--- src/rtl/vdu_timing_pkg.sv ---
// Shared types and default 640x480 timing for the VGA raster timing controller.
package vdu_timing_pkg;

   typedef enum logic [1:0] {
      IDLE,
      RUN,
      DRAIN
   } vdu_state_t;

   localparam int   H_ACTIVE_DEF = 640;
   localparam int   H_FP_DEF     = 16;
   localparam int   H_SYNC_DEF   = 96;
   localparam int   H_BP_DEF     = 48;
   localparam int   V_ACTIVE_DEF = 480;
   localparam int   V_FP_DEF     = 10;
   localparam int   V_SYNC_DEF   = 2;
   localparam int   V_BP_DEF     = 33;
   localparam logic HS_POL_DEF   = 1'b0;
   localparam logic VS_POL_DEF   = 1'b0;
   localparam int   CNT_W_DEF    = 10;

   function automatic int h_total(input int active, input int fp, input int sync, input int bp);
      return active + fp + sync + bp;
   endfunction

   function automatic int v_total(input int active, input int fp, input int sync, input int bp);
      return active + fp + sync + bp;
   endfunction

endpackage

--- src/rtl/vdu_wrap_counter.sv ---
// Enabled up-counter that wraps to zero after wrap_val; exposes its next value
// so the parent can register decodes on the same edge as the count.
module vdu_wrap_counter
   import vdu_timing_pkg::*;
#(
   parameter int W = CNT_W_DEF
) (
   input  logic         sysclk,
   input  logic         rst_n,
   input  logic         clr,
   input  logic         en,
   input  logic [W-1:0] wrap_val,
   output logic [W-1:0] cnt,
   output logic [W-1:0] nxt,
   output logic         wrap
);

   assign wrap = en && (cnt == wrap_val);

   always_comb begin
      nxt = cnt;
      if (clr || wrap) begin
         nxt = '0;
      end else if (en) begin
         nxt = cnt + W'(1);
      end
   end

   always_ff @(posedge sysclk) begin
      if (!rst_n) begin
         cnt <= '0;
      end else begin
         cnt <= nxt;
      end
   end

endmodule

--- src/rtl/vdu_timing_ctrl.sv ---
// Raster timing controller: counts pixel strobes through a frame and stops only on a
// frame boundary. Optional per-line compare interrupt enabled by VDU_LINE_IRQ_EN.
module vdu_timing_ctrl
   import vdu_timing_pkg::*;
#(
   parameter int   H_ACTIVE = H_ACTIVE_DEF,
   parameter int   H_FP     = H_FP_DEF,
   parameter int   H_SYNC   = H_SYNC_DEF,
   parameter int   H_BP     = H_BP_DEF,
   parameter int   V_ACTIVE = V_ACTIVE_DEF,
   parameter int   V_FP     = V_FP_DEF,
   parameter int   V_SYNC   = V_SYNC_DEF,
   parameter int   V_BP     = V_BP_DEF,
   parameter logic HS_POL   = HS_POL_DEF,
   parameter logic VS_POL   = VS_POL_DEF,
   parameter int   CNT_W    = CNT_W_DEF
) (
   input  logic             sysclk,
   input  logic             rst_n,
   input  logic             pix_en,
   input  logic             run,
`ifdef VDU_LINE_IRQ_EN
   input  logic [CNT_W-1:0] line_cmp,
   output logic             line_irq,
`endif
   output logic             busy,
   output logic             hsync,
   output logic             vsync,
   output logic             de,
   output logic [CNT_W-1:0] x,
   output logic [CNT_W-1:0] y,
   output logic             line_start,
   output logic             frame_start
);

   localparam int H_TOTAL = h_total(H_ACTIVE, H_FP, H_SYNC, H_BP);
   localparam int V_TOTAL = v_total(V_ACTIVE, V_FP, V_SYNC, V_BP);

   localparam logic [CNT_W-1:0] H_LAST = CNT_W'(H_TOTAL - 1);
   localparam logic [CNT_W-1:0] V_LAST = CNT_W'(V_TOTAL - 1);
   localparam logic [CNT_W-1:0] H_VIS  = CNT_W'(H_ACTIVE);
   localparam logic [CNT_W-1:0] V_VIS  = CNT_W'(V_ACTIVE);
   localparam logic [CNT_W-1:0] HS_BEG = CNT_W'(H_ACTIVE + H_FP);
   localparam logic [CNT_W-1:0] HS_END = CNT_W'(H_ACTIVE + H_FP + H_SYNC - 1);
   localparam logic [CNT_W-1:0] VS_BEG = CNT_W'(V_ACTIVE + V_FP);
   localparam logic [CNT_W-1:0] VS_END = CNT_W'(V_ACTIVE + V_FP + V_SYNC - 1);

   vdu_state_t       state;
   vdu_state_t       state_nxt;
   logic [CNT_W-1:0] hcnt;
   logic [CNT_W-1:0] vcnt;
   logic [CNT_W-1:0] hn;
   logic [CNT_W-1:0] vn;
   logic             hwrap;
   logic             vwrap;
   logic             adv;
   logic             clr;
   logic             pulse;

   assign adv   = pix_en && (state != IDLE);
   assign clr   = (state_nxt == IDLE);
   assign pulse = pix_en && (state_nxt != IDLE) && (hn == '0);

   vdu_wrap_counter #(.W(CNT_W)) u_hcnt (
      .sysclk   (sysclk),
      .rst_n    (rst_n),
      .clr      (clr),
      .en       (adv),
      .wrap_val (H_LAST),
      .cnt      (hcnt),
      .nxt      (hn),
      .wrap     (hwrap)
   );

   // vwrap doubles as the end-of-frame strobe
   vdu_wrap_counter #(.W(CNT_W)) u_vcnt (
      .sysclk   (sysclk),
      .rst_n    (rst_n),
      .clr      (clr),
      .en       (hwrap),
      .wrap_val (V_LAST),
      .cnt      (vcnt),
      .nxt      (vn),
      .wrap     (vwrap)
   );

   assign x = hcnt;
   assign y = vcnt;

   // A draining frame only stops if run is still low on its final strobe.
   always_comb begin
      state_nxt = state;
      unique case (state)
         IDLE: begin
            if (pix_en && run) begin
               state_nxt = RUN;
            end
         end
         RUN, DRAIN: begin
            if (vwrap && (state == DRAIN) && !run) begin
               state_nxt = IDLE;
            end else begin
               state_nxt = run ? RUN : DRAIN;
            end
         end
         default: state_nxt = IDLE;
      endcase
   end

   always_ff @(posedge sysclk) begin
      if (!rst_n) begin
         state       <= IDLE;
         busy        <= 1'b0;
         hsync       <= ~HS_POL;
         vsync       <= ~VS_POL;
         de          <= 1'b0;
         line_start  <= 1'b0;
         frame_start <= 1'b0;
`ifdef VDU_LINE_IRQ_EN
         line_irq    <= 1'b0;
`endif
      end else begin
         state       <= state_nxt;
         busy        <= (state_nxt != IDLE);
         line_start  <= pulse;
         frame_start <= pulse && (vn == '0);
`ifdef VDU_LINE_IRQ_EN
         line_irq    <= pulse && (vn == line_cmp);
`endif
         if (state_nxt == IDLE) begin
            de    <= 1'b0;
            hsync <= ~HS_POL;
            vsync <= ~VS_POL;
         end else if (pix_en) begin
            de    <= (hn < H_VIS) && (vn < V_VIS);
            hsync <= ((hn >= HS_BEG) && (hn <= HS_END)) ? HS_POL : ~HS_POL;
            vsync <= ((vn >= VS_BEG) && (vn <= VS_END)) ? VS_POL : ~VS_POL;
         end
      end
   end

endmodule

--- config.mk ---
export PLATFORM = sky130hd
export DESIGN_NAME = vdu_timing_ctrl
export DESIGN_NICKNAME = d
export VERILOG_FILES = /design/src/rtl/vdu_timing_pkg.sv /design/src/rtl/vdu_wrap_counter.sv /design/src/rtl/vdu_timing_ctrl.sv
export SDC_FILE = /design/constraint.sdc
export NUM_CORES = 1
export LEC_CHECK = 0
export ABC_CLOCK_PERIOD_IN_PS = 5600
export CORE_MARGIN = 2
export CORE_UTILIZATION = 40
export CTS_CLUSTER_DIAMETER = 120
export DETAILED_ROUTE_END_ITERATION = 8
export PLACE_DENSITY_LB_ADDON = 0.12
export SLEW_MARGIN = 25
export SYNTH_ARGS = -nofsm -noshare
export SYNTH_HDL_FRONTEND = slang
export SYNTH_SLANG_ARGS = --single-unit
--- constraint.sdc ---
create_clock -name sysclk -period 5.6 [get_ports sysclk]
set_clock_uncertainty 0.15 [all_clocks]
set_input_delay 1.12 -clock sysclk [delete_from_list [all_inputs] [get_ports sysclk]]
set_output_delay 1.12 -clock sysclk [all_outputs]
set_load 0.03 [all_outputs]
==> run metrics <==
synth cell count leaders=dfxtp_1 (28), nor2_1 (21), nand2_1 (17); Setup Buffers After CTS=0; largest family of logic cells by synthesized area=simple AND/OR/NAND/NOR gates; die area=between 5000 and 6000 um2; WL per Instance=14.9 um; DPL Wire Length=3120 um; internal power=333 uW; Max FO, Critical Path=15; via count=1622; GPL Wtd Cong=roughly 0.83; later-pin clock latency in the skew report=0.28 ns; Synth Area in Simple Gates=0.348; Min-Delay Path Class=flop to flop; Max-Cap Viols=0; Setup crit start=pix_en; layout cells sized above 1=0.0847; worst slew pin tran=~0.67 ns; Final period util=0.669; Routed Antenna Nets=0; sequential power share=0.464; slew margin rel.=0.548; cells along the critical path=clkdlybuf4s50_1 > nand4b_4 > nor4_4 > a31o_2 > a31oi_1 > and3_1 > a21boi_2; clock buffer depth=2; Final Max Slew Viols=0; Ys Warns=0; post-DR vias/cell=5.63; net count after synthesis=223; FF+latch count, synth=28; sw power=124 uW; leak pwr=slightly above 0.8 nW; nets@finish=247; Detailed Route WL=4290 um; final setup vio count=0; total core area=4380 um2; clock buffer count from CTS=3; XOR/XNOR share of the synthesized area=0.0721; Fin. Hold Viols=0; Post-synth EDFFs=0; Yosys top cell by area=dfxtp_1; IO Port Bufs=29; post-synthesis sequential area ratio=0.308; CTS H-tree depth=1; largest net degree at the start of global routing=17; all-layer global routing usage=0.176; DRC=0; Setup CP Type=primary input to flop; Switching Fraction=0.271; Fin Hold WS=around 0.36 ns; clk sink count=28; number of global-route vias before repair=1521; drt first-iter violations=95; number of iterations in the first detailed-routing pass=4; # rows=24; RSZ-0062 raised after global routing=no; Post-Syn Instances=about 210; setup TNS=0 ns; top-count cell post-synth=dfxtp_1; Mean Syn Cell Area=8.55 um2; Hold Buf Count CTS=0; Die X=71.5 um; CTS tree=done; Max Clock Freq=267 MHz; Gate power share=0.180; number of gates resized after cts=0; hold path start=vsync; GRT overflow=0; area share of fa/ha/maj cells after synthesis=0.0412; Synth top area share=0.308; Clk pwr share=0.356; Slowest cell on crit path=clkdlybuf4s50_1; R2R Path Start=u_hcnt.cnt[0]; Peak VDD IR=0.172 mV; Crit path largest cell delay=~0.82 ns; Ant. Diodes=0; Synth async-reset ratio=0; count of different cell masters after synthesis=60; I/O pins=30; CTS root buf=clkbuf_8; Netlist Area Pre-Place=approximately 1800 um2; Die Y=between 70 and 80 um; CP Capture Type=flop; worst path arrival time=3.75 ns; P&R area growth vs syn=20.1%; Synth Area in Compound Gates=0.164; Critical Path Start Type=primary input; first-pass GRT wire length=7250 um; Required @ worst endpoint=5.61 ns; synth top area cells=dfxtp_1 (31%), nor2_1 (4.3%), ha_1 (4.1%); initial core utilization=0.416; Clock transition at path regs=0.10 ns; status=finished clean; mux contribution to synthesized area=0.0172; Synth Flop Type=dfxtp_1; minimum clock period=3.74 ns; PwrDens=209 nW/um2; initial antenna violation count=0
-- cell families (layout without fill, tap and decap cells) --
family | count (synthesis) | after routing
xor gates and xnor gates | 15 | 15
adders and majority gates | 6 | 6
DFF | 28 | 28
muxes | 3 | 3
buffers and inverters | 18 | 41
AOI/OAI and AO/OA | 43 | 43
and+or+nand+nor | 100 | 100
-- cell usage in the layout (no fill, tap or decap), types with 5 or more instances in the layout --
| cell type | n |
|---|---|
| clkdlybuf4s50_1 | 29 |
| dfxtp_1 | 28 |
| nor2_1 | 21 |
| nand2_1 | 17 |
| and3_1 | 10 |
| inv_1 | 8 |
| a31oi_1 | 8 |
| xnor2_1 | 8 |
| a21oi_1 | 7 |
| xor2_1 | 7 |
| o21ai_0 | 6 |
| ha_1 | 6 |
| nand3_1 | 5 |
| and2_1 | 5 |
| nor4_1 | 5 |
-- path summary, 6_finish.rpt --
check,end,slack [ns],cells past startpoint
worst max register to register,frame_start,2.67,7
worst min register to register,vsync,0.36,2
worst min-delay path,vsync,0.36,2
worst max-delay path,frame_start,1.86,7
-- worst max-delay path, delay by kind of cell --
kind                   cells  cell delay, ns
AOI/OAI and AO/OA          3            0.60
and+or+nand+nor            3            1.20
buffers and inverters      1            0.82
-- routing by layer --
| layer | share of wire | vias to the layer above | track usage |
|---|---|---|---|
| met2 | 0.48 | 24 | 0.295 |
| li1 | - | 834 | - |
| met1 | 0.48 | 760 | 0.235 |
| met4 | 0.011 | 0 | 0.0377 |
| met3 | 0.024 | 4 | 0.0338 |
| met5 | 0 | - | 0 |
-- power groups by stage --
| stage | registers [mW] | clock network [mW] | logic, mW |
|---|---|---|---|
| after global placement | 0.217 | 0 | 0.0817 |
| after global routing | 0.213 | 0.178 | 0.0903 |
| final | 0.212 | 0.163 | 0.0823 |
| after detailed placement | 0.216 | 0 | 0.0823 |
| after floorplan | 0.225 | 0 | 0.0460 |
| after CTS | 0.212 | 0.170 | 0.0824 |
-- area by class of cell --
cell class,count,area [um2]
timing repair buffer,29,290
fill,417,2200
clock buffer,3,41.3
multi-input combinational,167,1170
clock inverter,1,30.0
sequential,28,561
inverter,8,30.0
tap,52,65.1
-- state kept, by name, indices dropped and copies added (netlist names) --
signal / flops
busy: 1
de: 1
frame_start: 1
hsync: 1
line_start: 1
state: 2
u_hcnt.cnt: 10
u_vcnt.cnt: 10
vsync: 1
-- metrics by stage --
step           instance area (um2)  instances   util  worst slack (ns)  power (mW)
6_report                      2190        288  0.499              1.86       0.457
3_3_place_gp                  2120        284  0.483              1.61       0.298
3_5_place_dp                  2120        284  0.483              1.55       0.299
5_1_grt                       2190        288  0.499              1.58       0.481
4_1_cts                       2190        288  0.499              1.85       0.464
2_1_floorplan                 1820        213      -              2.90       0.271
Power figures use the tool's default switching activity.
